[src/rtl/alu_cmd_frontend_if.sv]
// Byte-stream link between the host side and the ALU command frontend.
// Carries the inbound command byte stream and the outbound response byte stream.
interface alu_cmd_frontend_if;
  logic       in_valid;
  logic       in_ready;
  logic [7:0] in_data;
  logic       out_valid;
  logic       out_ready;
  logic [7:0] out_data;

  // Host side: sources command bytes, sinks response bytes.
  modport master (
    output in_valid, in_data, out_ready,
    input  in_ready, out_valid, out_data
  );

  // Frontend side: sinks command bytes, sources response bytes.
  modport slave (
    input  in_valid, in_data, out_ready,
    output in_ready, out_valid, out_data
  );
endinterface

[src/rtl/alu_cmd_frontend.sv]
// ALU command frontend: assembles 5-byte frames (A hi/lo, B hi/lo, opcode),
// drives the ALU operands, waits ALU_LAT cycles, then returns the 16-bit
// result as two response bytes (high byte first).
module alu_cmd_frontend #(
  parameter int ALU_LAT = 1,
  parameter int TIMEOUT = 1023,
  parameter int CNT_W   = 16
) (
  input  logic                 clk,
  input  logic                 reset,
  alu_cmd_frontend_if.slave    link,
  output logic [15:0]          alu_a,
  output logic [15:0]          alu_b,
  output logic [3:0]           alu_op,
  input  logic [15:0]          alu_result,
  output logic                 busy,
  output logic                 err,
  output logic [CNT_W-1:0]     cmd_count
);

  localparam int LAT_W = (ALU_LAT > 1) ? $clog2(ALU_LAT) : 1;
  localparam int TO_W  = (TIMEOUT > 1) ? $clog2(TIMEOUT + 1) : 1;

  localparam logic [3:0] OP_NOP = 4'b0000;
  localparam logic [3:0] OP_RST = 4'b0001;

  typedef enum logic [1:0] {ST_RX, ST_EXEC, ST_TX_HI, ST_TX_LO} state_t;

  state_t            state, state_next;
  logic [2:0]        byte_idx;
  logic [7:0]        frame_buf [4];
  logic [15:0]       res;
  logic [LAT_W-1:0]  lat_cnt;
  logic [TO_W-1:0]   idle_cnt;

  logic       in_fire;
  logic       out_fire;
  logic       last_byte;
  logic       lat_done;
  logic       idle_expired;
  logic [3:0] new_op;
  logic       new_op_alu;

  // Opcodes that the ALU executes and that produce a response.
  function automatic logic is_alu_op(input logic [3:0] op);
    case (op)
      4'b0100, 4'b0101,
      4'b1000, 4'b1001, 4'b1010,
      4'b1011, 4'b1100, 4'b1101: is_alu_op = 1'b1;
      default:                   is_alu_op = 1'b0;
    endcase
  endfunction

  assign in_fire      = link.in_valid && (state == ST_RX);
  assign out_fire     = link.out_ready && ((state == ST_TX_HI) || (state == ST_TX_LO));
  assign last_byte    = in_fire && (byte_idx == 3'd4);
  assign new_op       = link.in_data[3:0];
  assign new_op_alu   = is_alu_op(new_op);
  assign lat_done     = (lat_cnt == LAT_W'(ALU_LAT - 1));
  assign idle_expired = (TIMEOUT != 0) && (idle_cnt == TO_W'(TIMEOUT - 1));
  assign busy         = (byte_idx != 3'd0) || (state != ST_RX);

  // State register.
  always_ff @(posedge clk or negedge reset) begin
    if (!reset) state <= ST_RX;
    else        state <= state_next;
  end

  // Next-state and handshake outputs.
  always_comb begin
    // NOTE: every output gets a default up front so no path leaves it unassigned (no latch).
    state_next     = state;
    link.in_ready  = 1'b0;
    link.out_valid = 1'b0;
    link.out_data  = 8'h00;
    case (state)
      ST_RX: begin
        link.in_ready = 1'b1;
        if (last_byte && new_op_alu) state_next = ST_EXEC;
      end
      ST_EXEC: begin
        if (lat_done) state_next = ST_TX_HI;
      end
      ST_TX_HI: begin
        link.out_valid = 1'b1;
        link.out_data  = res[15:8];
        if (link.out_ready) state_next = ST_TX_LO;
      end
      ST_TX_LO: begin
        link.out_valid = 1'b1;
        link.out_data  = res[7:0];
        if (link.out_ready) state_next = ST_RX;
      end
      default: state_next = ST_RX;
    endcase
  end

  // Partial-frame byte storage; only bytes below byte_idx are ever read.
  // NOTE: this storage has no reset; its contents are meaningless until written and byte_idx guards every read.
  always_ff @(posedge clk) begin
    if (in_fire && (byte_idx != 3'd4)) frame_buf[byte_idx[1:0]] <= link.in_data;
  end

  // Frame assembly, opcode handling, timeout, latency wait and counters.
  always_ff @(posedge clk or negedge reset) begin
    if (!reset) begin
      byte_idx  <= 3'd0;
      alu_a     <= 16'h0000;
      alu_b     <= 16'h0000;
      alu_op    <= OP_NOP;
      err       <= 1'b0;
      cmd_count <= '0;
      res       <= 16'h0000;
      lat_cnt   <= '0;
      idle_cnt  <= '0;
    end else begin
      // NOTE: state uses non-blocking assignments so every flop sees pre-edge values.
      // The RST opcode is a single-cycle pulse on alu_op.
      if (alu_op == OP_RST) alu_op <= OP_NOP;

      if (in_fire) begin
        idle_cnt <= '0;
        if (last_byte) begin
          byte_idx <= 3'd0;
          alu_a    <= {frame_buf[0], frame_buf[1]};
          alu_b    <= {frame_buf[2], frame_buf[3]};
          if (new_op == OP_NOP) begin
            alu_op <= OP_NOP;
          end else if (new_op == OP_RST) begin
            alu_op    <= OP_RST;
            err       <= 1'b0;
            cmd_count <= '0;
          end else if (new_op_alu) begin
            alu_op <= new_op;
          end else begin
            alu_op <= OP_NOP;
            err    <= 1'b1;
          end
        end else begin
          byte_idx <= byte_idx + 3'd1;
        end
      end else if ((state == ST_RX) && (byte_idx != 3'd0) && (TIMEOUT != 0)) begin
        if (idle_expired) begin
          byte_idx <= 3'd0;
          idle_cnt <= '0;
          err      <= 1'b1;
        end else begin
          idle_cnt <= idle_cnt + TO_W'(1);
        end
      end else begin
        idle_cnt <= '0;
      end

      if (state == ST_EXEC) begin
        if (lat_done) begin
          res     <= alu_result;
          lat_cnt <= '0;
        end else begin
          lat_cnt <= lat_cnt + LAT_W'(1);
        end
      end

      if (out_fire && (state == ST_TX_LO)) cmd_count <= cmd_count + CNT_W'(1);
    end
  end

endmodule

[src/flat_wrapper.sv]
// flat-port wrapper written by rule: the top's interface ports become plain ports
module alu_cmd_frontend_flat 
#(
  parameter int ALU_LAT = 1,
  parameter int TIMEOUT = 1023,
  parameter int CNT_W   = 16
)
  (clk, reset, alu_a, alu_b, alu_op, alu_result, busy, err, cmd_count, link_in_valid, link_in_data, link_out_ready, link_in_ready, link_out_valid, link_out_data);
  alu_cmd_frontend_if link_i ();
  input  logic clk;
  input  logic reset;
  output logic [15:0] alu_a;
  output logic [15:0] alu_b;
  output logic [3:0] alu_op;
  input  logic [15:0] alu_result;
  output logic busy;
  output logic err;
  output logic [CNT_W-1:0] cmd_count;
  input wire logic [$bits(link_i.in_valid)-1:0] link_in_valid;
  input wire logic [$bits(link_i.in_data)-1:0] link_in_data;
  input wire logic [$bits(link_i.out_ready)-1:0] link_out_ready;
  output wire logic [$bits(link_i.in_ready)-1:0] link_in_ready;
  output wire logic [$bits(link_i.out_valid)-1:0] link_out_valid;
  output wire logic [$bits(link_i.out_data)-1:0] link_out_data;
  assign link_i.in_valid = link_in_valid;
  assign link_i.in_data = link_in_data;
  assign link_i.out_ready = link_out_ready;
  assign link_in_ready = link_i.in_ready;
  assign link_out_valid = link_i.out_valid;
  assign link_out_data = link_i.out_data;
  alu_cmd_frontend #(.ALU_LAT(ALU_LAT), .TIMEOUT(TIMEOUT), .CNT_W(CNT_W)) u_core (.clk(clk), .reset(reset), .link(link_i), .alu_a(alu_a), .alu_b(alu_b), .alu_op(alu_op), .alu_result(alu_result), .busy(busy), .err(err), .cmd_count(cmd_count));
endmodule
[config.mk]
export PLATFORM = sky130hd
export DESIGN_NAME = alu_cmd_frontend_flat
export DESIGN_NICKNAME = d
export VERILOG_FILES = /design/src/rtl/alu_cmd_frontend_if.sv /design/src/rtl/alu_cmd_frontend.sv /design/src/flat_wrapper.sv
export SDC_FILE = /design/constraint.sdc
export NUM_CORES = 1
export LEC_CHECK = 0
export ABC_AREA = 1
export CORE_MARGIN = 2
export CORE_UTILIZATION = 55
export DETAILED_ROUTE_END_ITERATION = 10
export DONT_BUFFER_PORTS = 1
export PLACE_DENSITY = 0.77
export SKIP_LAST_GASP = 1
export SLEW_MARGIN = 20
export SYNTH_ARGS = -nofsm -noshare
export SYNTH_HDL_FRONTEND = slang
export SYNTH_SLANG_ARGS = --single-unit
[constraint.sdc]
create_clock -name clk -period 4.2 [get_ports clk]
set_input_delay 0.84 -clock clk [delete_from_list [all_inputs] [get_ports clk]]
set_output_delay 0.84 -clock clk [all_outputs]
set_load 0.1 [all_outputs]
==> impl_metrics.env <==
export IMPL_status="finished, final reports clean"
export IMPL_final_common_cell="nand2_1"
export IMPL_diodes=0
export IMPL_vias=3587
export IMPL_htreeDepth=4
export IMPL_hpwl_mm=6.66
export IMPL_cpPeakStageDelay_ps=950
export IMPL_grt_start_max_net_pins=73
export IMPL_vias_per_cell=5.32
export IMPL_rr_worst_depth=8
export IMPL_synth_top_cell_by_area="dfrtp_1"
export IMPL_max_slew_worst_pin_slew_ps=1130
export IMPL_synthArstFlopShare_pct=72.4
export IMPL_setup_viol=0
export IMPL_cts_path_max_buffers=2
export IMPL_layout_min_cycle_time_ps=3350
export IMPL_synth_cells=539
export IMPL_grt_pass1_vias=3551
export IMPL_die_y_um=99.4
export IMPL_cts_tree="done"
export IMPL_rsz0062_at_grt="false"
export IMPL_crit_buf_inv=2
export IMPL_cp_max_fo=9
export IMPL_synth_distinct_cells=34
export IMPL_port_buffers=0
export IMPL_path_cells="inv_1 > ha_1 > clkinv_1 > o22ai_2"
export IMPL_syn_area_per_cell_um2=9.29
export IMPL_gr_usage_all_layers_pct=22.7
export IMPL_gp_congestion=0.900
export IMPL_yosys_top_cells_area="dfrtp_1 42%, edfxtp_1 19%, nand2_1 15%, inv_1 3.4%, nor2_1 2.9%"
export IMPL_cp_start_kind="register"
export IMPL_clock_latency_ps=520
export IMPL_multi_input_area_um2=1720
export IMPL_wl_per_cell_um=15.5
export IMPL_clock_sinks=116
export IMPL_fin_tns_setup_ps=0
export IMPL_cp_slowest_cell="o22ai_2"
export IMPL_ys_seq_area_share_pct=61.2
export IMPL_regArea_um2=3060
export IMPL_hold_class="input port to asynchronous set/reset pin"
export IMPL_synth_edf_count=32
export IMPL_dieArea_um2=9890
export IMPL_fill_cells=662
export IMPL_finalHoldViolCount=0
export IMPL_antenna_found_initial=0
export IMPL_dieWidth_um=99.4
export IMPL_grt_overflow=0
export IMPL_yosys_area_top_type_share_pct=42.0
export IMPL_syn_num_nets=578
export IMPL_root_buffer="clkbuf_8"
export IMPL_yosys_warnings=0
export IMPL_max_cap_violations=0
export IMPL_initial_core_util_pct=57.2
export IMPL_area_delta_synth_final_pct=15.4
export IMPL_ant_nets=0
export IMPL_worst_path_stages=4
export IMPL_totalWireLength_mm=10.5
export IMPL_clk_pin_slew_ps=60
export IMPL_arrival_ps=2510
export IMPL_post_route_period_util_pct=79.7
export IMPL_slew_viol_final=0
export IMPL_netlist_area_um2=5010
export IMPL_boundaryPins=92
export IMPL_post_cts_buffers=0
export IMPL_slew_headroom_pct=24.9
export IMPL_num_rows=34
export IMPL_cp_end_kind="primary output"
export IMPL_layout_common_cells="206 x nand2_1, 84 x dfrtp_1, 46 x inv_1, 39 x nor2_1, 32 x edfxtp_1"
export IMPL_drtIter0Drc=265
export IMPL_drc=0
export IMPL_fmax_mhz=299
export IMPL_drive_above_1_share_pct=9.89
export IMPL_layout_nets=592
export IMPL_critPathTopFamily="compound AO/OA/AOI/OAI gates"
export IMPL_dr_pass1_iters=4
export IMPL_clock_skew_final_ps=8.07
export IMPL_ys_flop_type="dfrtp_1"
export IMPL_crit_type="register to primary output"
export IMPL_critPathRequiredTime_ps=3360
export IMPL_cts_made_buffers=17
export IMPL_ys_ff_latch=116
export IMPL_grt_pass1_wl_mm=17.4
export IMPL_core_um2=8760
timing repair:
action                                  in CTS  in global routing
endpoints found under the setup margin       0                  0
gates resized for setup                      0                  0
endpoints found under the hold margin       13                 56
hold buffers                                 2                  2
final timing paths:
kind	from	endpoint	slack, ps
max in group asynchronous	reset	u_core.alu_b[1]	2820
worst min-delay path	reset	u_core.res[4]	190
min in group clk	link_in_data[5]	u_core.frame_buf[2][5]	410
worst max-delay path	u_core.state[0]	link_out_data[4]	850
worst min register to register	u_core.frame_buf[2][7]	u_core.alu_b[15]	430
worst max register to register	u_core.state[0]	u_core.state[0]	1730
registers in the layout, indices dropped and copies added (netlist names):
| name | cells |
|---|---|
| u_core.byte_idx | 3 |
| u_core.alu_b | 16 |
| u_core.alu_a | 16 |
| u_core.frame_buf | 32 |
| u_core.cmd_count | 16 |
| u_core.idle_cnt | 10 |
| u_core.res | 16 |
| u_core.err | 1 |
| u_core.alu_op | 4 |
| u_core.state | 2 |
logic make-up (layout without fill, tap and decap cells):
family | Yosys count | count (layout) | share of synthesized area (%)
AO/OA/AOI/OAI | 57 | 57 | 6.37
XOR/XNOR | 3 | 3 | 0.525
AND/OR/NAND/NOR | 289 | 289 | 23.6
adder cells (fa/ha/maj) | 11 | 11 | 2.75
buffers and inverters | 63 | 90 | 5.57
flip-flops | 116 | 116 | 61.2
per-stage QoR:
step	instances	hold slack (ps)	setup slack, ps	instance area (um^2)	utilization, %
final	674	187	854	5780	65.9
after global routing	674	189	762	5780	65.9
after CTS	672	0.591	864	5740	65.5
after detailed placement	638	425	1410	5130	58.6
after global placement	638	422	1520	5130	58.6
after floorplan	539	418	931	5010	-
cells in the mapped netlist, types with 4 or more instances:
master / number
nand2_1: 206
dfrtp_1: 84
inv_1: 46
nor2_1: 39
edfxtp_1: 32
o21ai_0: 28
nand3_1: 19
ha_1: 11
nor3_1: 8
o22ai_1: 8
a21oi_1: 7
nand4_1: 7
o21ai_1: 7
o21bai_1: 4
cell type report:
type                            count  share of cell area, %
Clock buffer                       17                   7.17
Timing Repair Buffer                7                   1.39
Inverter                           51                   3.40
Sequential cell                   116                   53.0
Clock inverter                     15                   2.99
Multi-Input combinational cell    360                   29.7
Tap cell                          108                   2.34
routing by layer:
layer | vias to the layer above | GRT usage (%) | wire (um)
li1 | 1764 | - | -
met1 | 1727 | 28.6 | 4490
met2 | 85 | 37.1 | 5150
met3 | 11 | 8.08 | 702
met4 | 0 | 7.38 | 140
met5 | - | 0 | 0
worst register-to-register path, delay by kind of cell (launching register included):
family	cells	cell delay, ps
DFF	1	410
AOI/OAI and AO/OA	1	80
and+or+nand+nor	4	1300
buffers and inverters	2	440
adders and majority gates	1	190
Power is left out: the tool's default activity adds up to more than one toggle a clock period on the data nets, which glitch-free logic cannot reach.
